File: config.mk
export PLATFORM = sky130hd
export DESIGN_NAME = uart_rx
export DESIGN_NICKNAME = d
export VERILOG_FILES = /design/src/rtl/uart_rx.sv
export SDC_FILE = /design/constraint.sdc
export NUM_CORES = 1
export LEC_CHECK = 0
export ABC_AREA = 1
export BUFFER_PORTS_ARGS = -buffer_cell sky130_fd_sc_hd__buf_2
export CORE_MARGIN = 2
export CORE_UTILIZATION = 30
export CTS_CLUSTER_DIAMETER = 50
export DETAILED_ROUTE_END_ITERATION = 8
export HOLD_SLACK_MARGIN = 0.03
export PLACE_DENSITY = 0.47
export SLEW_MARGIN = 20
export SYNTH_ARGS = -nofsm -noshare
export SYNTH_HDL_FRONTEND = slang
export SYNTH_SLANG_ARGS = --single-unit
File: constraint.sdc
create_clock -name clk -period 1.6 [get_ports clk]
set_input_delay 0.32 -clock clk [delete_from_list [all_inputs] [get_ports clk]]
set_output_delay 0.32 -clock clk [all_outputs]
set_load 0.01 [all_outputs]
File: src/rtl/uart_rx.sv
// uart_rx: 8N1-style UART receiver.
// The serial input passes through a two-flop synchroniser, a start bit is
// qualified at mid-bit, and every following bit is sampled one bit time later,
// so samples land near mid-bit. Received words are offered on a valid/ready
// handshake. Framing errors and overruns are reported as one-cycle pulses.
module uart_rx #(
    parameter int CLKS_PER_BIT = 16,
    parameter int DATA_BITS    = 8
) (
    input  logic                 clk,
    input  logic                 rst,
    input  logic                 rx_line,
    output logic [DATA_BITS-1:0] rx_data,
    output logic                 rx_valid,
    input  logic                 rx_ready,
    output logic                 rx_busy,
    output logic                 frame_err,
    output logic                 overrun
);

    localparam int CNT_W = $clog2(CLKS_PER_BIT);
    localparam int IDX_W = $clog2(DATA_BITS) + 1;

    localparam logic [CNT_W-1:0] CNT_BIT_END  = CNT_W'(CLKS_PER_BIT - 1);
    localparam logic [CNT_W-1:0] CNT_HALF_END = CNT_W'(CLKS_PER_BIT / 2 - 1);
    localparam logic [IDX_W-1:0] IDX_LAST     = IDX_W'(DATA_BITS - 1);

    typedef enum logic [2:0] {
        WAIT_IDLE,
        IDLE,
        START,
        DATA,
        STOP
    } state_t;

    state_t               state, state_n;
    logic [CNT_W-1:0]     cnt, cnt_n;
    logic [IDX_W-1:0]     bit_idx, bit_idx_n;
    logic [DATA_BITS-1:0] shreg, shreg_n;
    logic [DATA_BITS-1:0] rx_data_n;
    logic                 rx_valid_n;
    logic                 frame_err_n;
    logic                 overrun_n;

    logic sync_ff1, sync_ff2;
    logic rx_s;

    // Two-flop synchroniser for the asynchronous serial line.
    always_ff @(posedge clk) begin
        // NOTE: both flops reset to the idle level so that leaving reset
        // never looks like a falling edge on the line.
        if (rst) begin
            sync_ff1 <= 1'b1;
            sync_ff2 <= 1'b1;
        end else begin
            sync_ff1 <= rx_line;
            sync_ff2 <= sync_ff1;
        end
    end

    assign rx_s    = sync_ff2;
    assign rx_busy = (state != IDLE);

    // State register and registered outputs.
    always_ff @(posedge clk) begin
        // NOTE: non-blocking assignments here let every register update from
        // the values present before the edge, regardless of statement order.
        if (rst) begin
            state     <= WAIT_IDLE;
            cnt       <= '0;
            bit_idx   <= '0;
            shreg     <= '0;
            rx_data   <= '0;
            rx_valid  <= 1'b0;
            frame_err <= 1'b0;
            overrun   <= 1'b0;
        end else begin
            state     <= state_n;
            cnt       <= cnt_n;
            bit_idx   <= bit_idx_n;
            shreg     <= shreg_n;
            rx_data   <= rx_data_n;
            rx_valid  <= rx_valid_n;
            frame_err <= frame_err_n;
            overrun   <= overrun_n;
        end
    end

    // Next-state, bit timing, data capture and handshake logic.
    always_comb begin
        // NOTE: every signal gets a default before the case statement so no
        // path leaves one unassigned, which would otherwise infer a latch.
        state_n     = state;
        cnt_n       = cnt;
        bit_idx_n   = bit_idx;
        shreg_n     = shreg;
        rx_data_n   = rx_data;
        rx_valid_n  = rx_valid & ~rx_ready;
        frame_err_n = 1'b0;
        overrun_n   = 1'b0;

        case (state)
            // Require one full bit time of continuous idle before listening.
            WAIT_IDLE: begin
                if (!rx_s) begin
                    cnt_n = '0;
                end else if (cnt == CNT_BIT_END) begin
                    cnt_n   = '0;
                    state_n = IDLE;
                end else begin
                    cnt_n = cnt + 1'b1;
                end
            end

            IDLE: begin
                if (!rx_s) begin
                    cnt_n   = '0;
                    state_n = START;
                end
            end

            // Re-check the line at mid start bit; a high level is a glitch.
            START: begin
                if (cnt == CNT_HALF_END) begin
                    cnt_n = '0;
                    if (rx_s) begin
                        state_n = IDLE;
                    end else begin
                        bit_idx_n = '0;
                        state_n   = DATA;
                    end
                end else begin
                    cnt_n = cnt + 1'b1;
                end
            end

            // Shift in from the top so the first (LSB) bit ends in bit 0.
            DATA: begin
                if (cnt == CNT_BIT_END) begin
                    cnt_n   = '0;
                    shreg_n = {rx_s, shreg[DATA_BITS-1:1]};
                    if (bit_idx == IDX_LAST) begin
                        bit_idx_n = '0;
                        state_n   = STOP;
                    end else begin
                        bit_idx_n = bit_idx + 1'b1;
                    end
                end else begin
                    cnt_n = cnt + 1'b1;
                end
            end

            // Mid stop bit: deliver, drop as overrun, or flag a framing error.
            // Returning to IDLE here leaves half a bit to catch the next start.
            STOP: begin
                if (cnt == CNT_BIT_END) begin
                    cnt_n = '0;
                    if (!rx_s) begin
                        frame_err_n = 1'b1;
                        state_n     = WAIT_IDLE;
                    end else begin
                        state_n = IDLE;
                        if (rx_valid && !rx_ready) begin
                            overrun_n = 1'b1;
                        end else begin
                            rx_data_n  = shreg;
                            rx_valid_n = 1'b1;
                        end
                    end
                end else begin
                    cnt_n = cnt + 1'b1;
                end
            end

            default: begin
                state_n = WAIT_IDLE;
                cnt_n   = '0;
            end
        endcase
    end

endmodule

==> metrics.md, run 1 <==
| Metric | Value |
|---|---|
| Status | `finished, final reports clean` |
| First-pass GRT wire length | `4.89 mm` |
| Seq. cell area | `642 um2` |
| Post-synth EDFFs | `0` |
| Cell Pwr Density | `1370 mW/mm2` |
| Setup Buffers After CTS | `0` |
| VDD IR-drop max | `0.703 mV` |
| Clock share of power | `34.1%` |
| Worst-Skew Late Latency | `0.28 ns` |
| Distinct cells, synth | `25` |
| Vias in the first global route | `1107` |
| Seq/Total Area, Yosys | `46.0%` |
| Final hold slack | `0.217 ns` |
| Syn_nets | `193` |
| Mux contribution to synthesized area | `0%` |
| Final Instance Area | `0.00166 mm2` |
| Initial antenna violation count | `0` |
| H-tree levels | `2` |
| Post-synthesis cell count | `187` |
| WP data arrival | `1.15 ns` |
| Total gr overflow | `0` |
| Most common flop cell mapped by yosys | `dfxtp_1` |
| Synth Register Bits | `32` |
| Routed wire length | `2.73 mm` |
| TNS Setup | `0 ns` |
| Clk_skew | `0.00124 ns` |
| I/O pins | `16` |
| Gpl congestion | `0.798` |
| Clk buf depth | `2` |
| Final worst-path cycle share | `92.1%` |
| Reg power frac | `40.0%` |
| Final setup violation count | `0` |
| Top cells by area, synth | `dfxtp_1, nor2_1, o21ai_0` |
| Worst-margin pin slew | `0.352 ns` |
| Core Area | `0.00441 mm2` |
| Die width | `72.1 um` |
| Simple-Gate Fraction of Synth Area | `33.6%` |
| Fmax | `679 MHz` |
| Die Y | `72.1 um` |
| RR Startpoint | `cnt[0]` |
| Worst Reg-to-Reg Cells | `8` |
| Ys Warns | `0` |
| Net count, final | `214` |
| # DRC | `0` |
| Pre-antenna DRT Iters | `4` |
| Psw | `751 uW` |
| CTS root buffer | `clkbuf_8` |
| DR vias/cell | `4.51` |
| Worst Hold Class | `in2reg` |
| Power Internal | `1.53 mW` |
| Type of the worst setup path | `reg2out` |
| Area leader, netlist | `dfxtp_1` |
| Post-layout min period | `1.47 ns` |
| DP Area | `0.00153 mm2` |
| Final Max Slew Viols | `0` |
| Initial DRC count | `51` |
| Post-synthesis cell area | `0.00139 mm2` |
| Max_slew headroom | `76.5%` |
| Gate power share | `25.9%` |
| MaxCap Viol Count | `0` |
| Worst hold endpoint | `sync_ff1` |
| Largest family of logic cells by synthesized area | `simple AND/OR/NAND/NOR gates` |
| Routed wire per std cell | `10.5 um` |
| Crit-path max FO | `4` |
| RSZ-0062 raised after global routing | `no` |
| Sw frac | `32.9%` |
| Asr flop ratio synth | `0%` |
| Worst reg-to-reg setup slack | `0.16 ns` |
| Critical Path RT | `1.28 ns` |
| Port bufs | `15` |
| Synthesized area per cell | `7.45 um2` |
| Min-Delay Path Depth | `2` |
| Final hold viol count | `0` |
| Post-synth top area share | `46.0%` |
| # diodes | `0` |
| HP Start | `rx_line` |
| Multi-input logic area | `689 um2` |
| Dpl hpwl | `1.99 mm` |
| Global Route Usage Sum | `12.1%` |
| Worst Setup End Kind | `output port` |
| Post-synthesis xor/xnor area fraction | `1.89%` |
| Row count | `24` |
| Largest net degree at the start of global routing | `19` |
| Leak Pwr | `0.705 nW` |
| Tot Pwr | `2.28 mW` |
| Post-DRT Antenna Nets | `0` |
| Clock sinks | `32` |
| Post-synthesis compound-gate area fraction | `11.1%` |
| Layout cells sized above 1 | `23.0%` |
| Area delta synth->final | `19.0%` |
| Fillers | `471` |
| TritonCTS Buffers | `5` |
| Clock transition at path regs | `0.07 ns` |
| Setup crit start kind | `flop` |
| CTS tree | `done` |
| Via count | `1178` |
| DIE AREA | `0.00520 mm2` |
| RR Endpoint | `bit_idx[3]` |
| Starting Density | `31.5%` |
| Post-Synth Adder-Cell Area | `1.80%` |
[logic make-up after synthesis]
family                     count (synthesis)
and+or+nand+nor                          102
xor gates and xnor gates                   3
DFF                                       32
buffers and inverters                     18
AOI/OAI and AO/OA                         30
adders and majority gates                  2
[flip-flops by register name, summed over array words and instances, names as in the netlist]
name       count
rx_data        8
shreg          8
bit_idx        4
cnt            4
state          3
frame_err      1
overrun        1
rx_s           1
rx_valid       1
sync_ff1       1
[synth_stat cells, types with 3 or more instances]
master,count
inv_1,11
nor2_2,4
nand2_2,5
nand3_1,14
a21oi_1,9
o21ai_0,19
nand2_1,23
nor2_1,44
or2_2,3
dfxtp_1,32
[metrics by stage]
step,cells,worst slack [ns],utilization (%)
2_1_floorplan,187,0.318,-
3_3_place_gp,253,0.136,34.6
3_5_place_dp,253,0.110,34.6
4_1_cts,261,0.0444,37.2
5_1_grt,261,0.0148,37.6
6_report,261,0.127,37.6
[what timing repair did]
item,in CTS,in global routing
hold buffers,0,0
endpoints found under the setup margin,0,11
resized for setup,0,8
[worst max path at each step]
stage,start,to,slack [ns],cells after the start
after floorplan,cnt[0],rx_data[0],0.32,6
after CTS,state[0],rx_busy,0.04,4
after global routing,cnt[0],bit_idx[3],0.01,8
after detailed placement,cnt[1],rx_data[3],0.11,6
after global placement,cnt[1],rx_data[3],0.14,6
final,state[0],rx_busy,0.13,4
[per-layer routing]
metal	wire length (um)	vias to the layer above	global-route usage (%)
li1	-	647	-
met1	1380	511	15.0
met2	1220	18	19.3
met3	112	2	4.72
met4	17	0	3.77
met5	0	-	0
[layout make-up]
type,instances,share of cell area (%)
tap,52,3.92
multi-input combinational,137,41.6
timing repair buffer,17,5.43
clock inverter,3,2.57
inverter,15,3.62
clock buffer,5,4.15
sequential,32,38.7
[critical path: stages, from the launching register on]
cell and delay (ns):
dfxtp_1 0.38, inv_1 0.12, nor2_2 0.15, nand2_1 0.08
buf_2 0.14
[power groups by stage]
stage	logic [mW]	clock network [mW]	registers, mW
global route	0.685	0.835	0.921
CTS	0.597	0.796	0.912
global placement	0.604	0	0.930
finish	0.591	0.776	0.911
detailed placement	0.591	0	0.931
floorplan	0.485	0	0.916
[layout by cell type, fill, tap and decap left out, drive strengths merged, types with 2 or more instances in the layout]
cell | Yosys | layout
o21ai | 19 | 19
buf | 1 | 17
nand2 | 28 | 28
clkbuf | 2 | 5
a21oi | 10 | 10
xnor2 | 2 | 2
inv | 13 | 14
nand3 | 16 | 16
nor2 | 50 | 50
or2 | 4 | 4
dfxtp | 32 | 32
nor3 | 2 | 2
ha | 2 | 2
clkinv | 2 | 2
Note: power is estimated with default switching activity, not from simulation.
==> run 2: changes to the inputs <==
PLACE_DENSITY = not set   (was 0.47)
==> run 2 against run 1 <==
Power is essentially flat. Clock skew grew 0.0028 ns. Critical path depth grew 2. Sequential power is essentially flat. First-iteration DRC count shrank 12%. Critical path type is now reg2reg.
==> metrics.md, run 2 (synthesis results as in run 1) <==
| Metric | Value |
|---|---|
| Post-DRT Antenna Nets | `0 (unchanged)` |
| Row count | `24 (unchanged)` |
| Leak Pwr | `0.700 nW (-0.68%)` |
| Port bufs | `15 (unchanged)` |
| Final Instance Area | `0.00165 mm2 (-0.68%)` |
| Commonest non-fill, non-tap cell in the layout | `nor2_1` |
| Pre-antenna DRT Iters | `4 (unchanged)` |
| Worst hold endpoint | `sync_ff1` |
| Hold_buf cts | `0 (unchanged)` |
| First-pass GRT wire length | `4.82 mm (-1.4%)` |
| DIE AREA | `0.00520 mm2 (unchanged)` |
| Top Registers | `rx_data (8), shreg (8)` |
| Fmax | `674 MHz (-0.66%)` |
| GR Util met3 | `3.75% (-0.97 points)` |
| Total gr overflow | `0 (unchanged)` |
| Area delta synth->final | `18.2%` |
| CTS root buffer | `clkbuf_8` |
| Min-Delay Path Depth | `2 (unchanged)` |
| Fin util | `37.3% (-0.26 points)` |
| Initial antenna violation count | `0 (unchanged)` |
| HP Start | `rx_line` |
| Setup crit start kind | `flop` |
| Gr busiest metal | `met2` |
| Worst-Skew Late Latency | `0.29 ns (about the same)` |
| Final Max Slew Viols | `0 (unchanged)` |
| Worst Setup End Kind | `flop` |
| Final setup violation count | `0 (unchanged)` |
| Final hold viol count | `0 (unchanged)` |
| Routed wire length | `2.71 mm (-0.70%)` |
| DR vias/cell | `4.63 (+2.5%)` |
| TNS Setup | `0 ns (unchanged)` |
| Starting Density | `31.5% (unchanged)` |
| Final hold slack | `0.214 ns (-0.00341 ns)` |
| Clk_skew | `0.00400 ns (+0.00276 ns)` |
| Clock sinks | `32 (unchanged)` |
| WP data arrival | `1.66 ns (+0.51 ns)` |
| Global Route Usage Sum | `12.0% (-0.083 points)` |
| DP Area | `0.00152 mm2 (-0.49%)` |
| Initial DRC count | `45 (-12%)` |
| # DRC | `0 (unchanged)` |
| Worst reg-to-reg setup slack | `0.12 ns (-0.04 ns)` |
| Clock transition at path regs | `0.06 ns (about the same)` |
| Gpl congestion | `0.788 (-1.2%)` |
| Clk buf depth | `2 (unchanged)` |
| Type of the worst setup path | `reg2reg` |
| # diodes | `0 (unchanged)` |
| Max_slew headroom | `67.5% (-9.1 points)` |
| Via count | `1203 (+2.1%)` |
| Die width | `72.1 um (unchanged)` |
| TritonCTS Buffers | `5 (unchanged)` |
| Net count, final | `213 (-0.47%)` |
| Post-layout min period | `1.48 ns (+0.00984 ns)` |
| Crit-path max FO | `9 (+5)` |
| Worst Reg-to-Reg Cells | `6 (-2)` |
| RSZ-0062 raised after global routing | `yes` |
| CTS tree | `done` |
| Vias in the first global route | `1086 (-1.9%)` |
| I/O pins | `16 (unchanged)` |
| Status | `finished, final reports clean` |
| H-tree levels | `2 (unchanged)` |
| Final worst-path cycle share | `92.7% (+0.61 points)` |
| RR Startpoint | `cnt[0]` |
| Dpl hpwl | `1.99 mm (-0.47%)` |
| M1 GR Usage | `15.6% (+0.60 points)` |
| Fillers | `464 (-1.5%)` |
| MaxCap Viol Count | `0 (unchanged)` |
| Grt met2 use | `17.6% (-1.6 points)` |
| Die Y | `72.1 um (unchanged)` |
| Critical Path RT | `1.78 ns (+0.50 ns)` |
| Worst Hold Class | `in2reg` |
| Core Area | `0.00441 mm2 (unchanged)` |
| Layout cells sized above 1 | `23.1% (+0.11 points)` |
| Worst-margin pin slew | `0.487 ns (+0.136 ns)` |
| Cell Pwr Density | `1380 mW/mm2 (+0.63%)` |
| Commonest non-fill, non-tap cells in the layout | `nor2_1, dfxtp_1, nand2_1, o21ai_0, buf_2` |
| RR Endpoint | `rx_data[5]` |
| Largest net degree at the start of global routing | `20 (+1)` |
| VDD IR-drop max | `0.480 mV (-32%)` |
| Routed wire per std cell | `10.4 um (-0.31%)` |
-- run 2: what timing repair did --
action	CTS	global route
resized for setup	0	7
buffers inserted	0	0
setup endpoints to repair	0	7
-- run 2: report_power, final --
| part | internal [mW] | switching, mW | leakage (nW) | total, mW |
|---|---|---|---|---|
| Clock | 0.460 | 0.307 | 0.0541 | 0.767 |
| Combinational | 0.215 | 0.382 | 0.386 | 0.597 |
| Sequential | 0.854 | 0.0590 | 0.260 | 0.913 |
-- run 2: worst max path at each step --
stage               slack, ns  depth (start not counted)     start    endpoint
global route           -0.006                          7    cnt[0]  rx_data[6]
CTS                      0.02                          4  state[0]     rx_busy
global placement         0.12                          6    cnt[0]  rx_data[5]
finish                   0.12                          6    cnt[0]  rx_data[5]
floorplan                0.32                          6    cnt[0]  rx_data[0]
detailed placement       0.13                          6    cnt[0]  rx_data[5]
-- run 2: area by class of cell --
type	count	area (um2)	share of cell area (%)
multi-input combinational	137	684	41.6
sequential	32	643	39.1
timing repair buffer	16	82.6	5.02
clock buffer	5	68.8	4.18
tap	52	65.1	3.95
inverter	15	60.1	3.65
clock inverter	3	42.5	2.58
-- run 2: per-layer routing --
| layer | up-vias | part of all wire (%) |
|---|---|---|
| li1 | 649 | - |
| met1 | 528 | 50 |
| met2 | 20 | 44 |
| met3 | 6 | 3.7 |
| met4 | 0 | 2.2 |
| met5 | - | 0 |
-- run 2: worst max-delay path, stage by stage, from the launching register on --
cell     delay, ns
dfxtp_1       0.38
ha_1          0.22
nand3_2       0.16
nor2_2        0.21
nand3_4       0.15
o21ai_0       0.20
nor2_1        0.06
-- run 2: through the flow --
stage | power [mW] | std cells | setup slack, ns
floorplan | 1.40 | 187 | 0.318
global placement | 1.52 | 252 | 0.122
detailed placement | 1.52 | 252 | 0.128
CTS | 2.30 | 260 | 0.0160
global route | 2.43 | 260 | -0.00551
finish | 2.28 | 260 | 0.117
==> run 3: changes to the inputs <==
BUFFER_PORTS_ARGS = not set   (was -buffer_cell sky130_fd_sc_hd__buf_2)
DONT_BUFFER_PORTS = 1   (was not set)
REMOVE_ABC_BUFFERS = 1   (was not set)
==> run 3 against run 2 <==
Via count fell by 6.1%. Power fell by 6.0%. Clock-buffer cell count rose by 2. Utilization down 2.2 points. Die area stayed put. Combinational power down 4.5%. Final cell count decreased by 6.2%. Wire length increased by 0.18%. Sequential cell count unchanged. Worst hold slack worse by 0.13 ns. Critical path type is now reg2out.
==> metrics.md, run 3 (synthesis results as in run 1) <==
| Metric | Value |
|---|---|
| Top Registers | `rx_data (8), shreg (8)` |
| Clk buf depth | `2 (unchanged)` |
| Sw frac | `34.5% (+1.6 points)` |
| Pre-antenna DRT Iters | `4 (unchanged)` |
| Final worst-path cycle share | `93.8% (+1.1 points)` |
| Area delta synth->final | `11.4%` |
| TritonCTS Buffers | `5 (unchanged)` |
| Buf/Inv on CP | `1 (+1)` |
| Routed wire per std cell | `11.1 um (+6.8%)` |
| Post-DRT Antenna Nets | `0 (unchanged)` |
| Setup crit start kind | `flop` |
| Initial DRC count | `131 (+190%)` |
| Gate power share | `26.7% (+0.5 points)` |
| Initial antenna violation count | `0 (unchanged)` |
| # DRC | `0 (unchanged)` |
| Worst reg-to-reg setup slack | `0.14 ns (+0.02 ns)` |
| Post-layout min period | `1.50 ns (+0.0170 ns)` |
| Type of the worst setup path | `reg2out` |
| Die width | `72.1 um (unchanged)` |
| RR Startpoint | `cnt[0]` |
| CP cell instances | `inv_1 -> nor2_1 -> nand2_1` |
| Clock share of power | `30.7% (-3.0 points)` |
| Delay-heaviest family, CP | `flip-flops` |
| Final hold viol count | `0 (unchanged)` |
| RR Endpoint | `rx_data[6]` |
| Cell Pwr Density | `1380 mW/mm2 (-0.24%)` |
| Reg power frac | `42.6% (+2.5 points)` |
| Min-Delay Path Depth | `1 (-1)` |
| Clock sinks | `32 (unchanged)` |
| Worst hold endpoint | `state[2]` |
| Power Internal | `1.40 mW (-8.3%)` |
| Max_slew headroom | `68.8% (+1.4 points)` |
| Psw | `738 uW (-1.3%)` |
| Final Max Slew Viols | `0 (unchanged)` |
| Routed wire length | `2.72 mm (+0.18%)` |
| Dpl hpwl | `1.92 mm (-3.3%)` |
| Gpl congestion | `0.851 (+7.9%)` |
| Commonest non-fill, non-tap cell in the layout | `nor2_1` |
| # diodes | `0 (unchanged)` |
| Setup Buffers After CTS | `0 (unchanged)` |
| I/O pins | `16 (unchanged)` |
| Critical Path RT | `1.28 ns (-0.50 ns)` |
| Largest net degree at the start of global routing | `20 (unchanged)` |
| Crit-path max FO | `4 (-5)` |
| Worst-margin pin slew | `0.467 ns (-0.0204 ns)` |
| MaxCap Viol Count | `0 (unchanged)` |
| Global Route Usage Sum | `11.9% (-0.084 points)` |
| Status | `finished, final reports clean` |
| Fmax | `667 MHz (-1.1%)` |
| TNS Setup | `0 ns (unchanged)` |
| HP Start | `rst` |
| Total gr overflow | `0 (unchanged)` |
| Worst Hold Class | `in2reg` |
| DR vias/cell | `4.63 (about the same)` |
| Leak Pwr | `0.609 nW (-13%)` |
| Final hold slack | `0.0862 ns (-0.128 ns)` |
| Row count | `24 (unchanged)` |
| Final setup violation count | `0 (unchanged)` |
| Worst-Skew Late Latency | `0.29 ns (about the same)` |
| Die Y | `72.1 um (unchanged)` |
| DIE AREA | `0.00520 mm2 (unchanged)` |
| Clock transition at path regs | `0.07 ns (about the same)` |
| CTS tree | `done` |
| Port bufs | `0 (-15)` |
| Critical Path Slowest Stage Cell | `dfxtp_1` |
| Layout cells sized above 1 | `15.1% (-8.0 points)` |
| RSZ-0062 raised after global routing | `yes` |
| Worst Setup End Kind | `output port` |
| CP max stage delay | `0.40 ns (+0.02 ns)` |
| VDD IR-drop max | `0.331 mV (-31%)` |
| H-tree levels | `2 (unchanged)` |
| Clk_skew | `0.00692 ns (+0.00292 ns)` |
| Via count | `1130 (-6.1%)` |
| WP data arrival | `1.18 ns (-0.48 ns)` |
| First-pass GRT wire length | `4.70 mm (-2.6%)` |
| Worst Reg-to-Reg Cells | `6 (unchanged)` |
| Vias in the first global route | `1071 (-1.4%)` |
| Net count, final | `197 (-7.5%)` |
| Core Area | `0.00441 mm2 (unchanged)` |
| CTS root buffer | `clkbuf_8` |
| Starting Density | `31.5% (unchanged)` |
| Commonest non-fill, non-tap cells in the layout | `nor2_1, dfxtp_1, nand2_1, nand3_1, o21ai_0` |
run 3: metal layers:
layer | share of wire, % | track usage (%) | wire (um) | vias to the layer above
met1 | 50 | 15.0 | 1360 | 486
met5 | 0 | 0 | 0 | -
li1 | - | - | - | 614
met4 | 2.4 | 6.71 | 64 | 0
met2 | 42 | 17.4 | 1150 | 24
met3 | 5.4 | 4.44 | 147 | 6
run 3: repair_timing:
| action | in CTS | in global routing |
|---|---|---|
| resized for setup | 0 | 12 |
| hold buffers | 0 | 0 |
| setup endpoints to repair | 0 | 9 |
run 3: worst max path at each step:
stage,start,to,cells past startpoint
after floorplan,cnt[0],rx_data[0],6
after global placement,cnt[0],rx_data[6],6
after detailed placement,cnt[0],rx_data[6],6
after CTS,cnt[0],rx_data[6],6
after global routing,cnt[0],shreg[7],7
final,state[0],rx_busy,3
run 3: final cells by class:
cell class	instances	area, um2
flip-flops and latches	32	642
multi-input cells	137	687
fillers	473	2860
well taps	52	65.1
inverters	15	63.8
clock buffers	7	86.3
clock inverters	1	7.51
run 3: worst reg2reg max path: stages (launching register included):
cell and delay [ns]:
dfxtp_1 0.37, ha_1 0.21, nand3_2 0.18, nor2_4 0.18
nand3_4 0.14, o21ai_0 0.22, nor2_1 0.06
run 3: metrics by stage:
stage          setup slack, ns  std cells  cell area (um2)  total power [mW]  utilization (%)
2_1_floorplan            0.318        184             1370              1.40                -
4_1_cts                 0.0868        244             1530              2.15             34.7
3_3_place_gp             0.134        236             1440              1.49             32.6
6_report                0.0997        244             1550              2.14             35.1
5_1_grt               -0.00341        244             1550              2.28             35.1
3_5_place_dp            0.0937        236             1440              1.50             32.6
run 3: power by group through the flow:
stage	combinational, mW	clock, mW	sequential, mW
floorplan	0.479	0	0.917
global placement	0.567	0	0.927
detailed placement	0.567	0	0.929
CTS	0.571	0.671	0.912
global route	0.659	0.702	0.920
finish	0.570	0.658	0.912
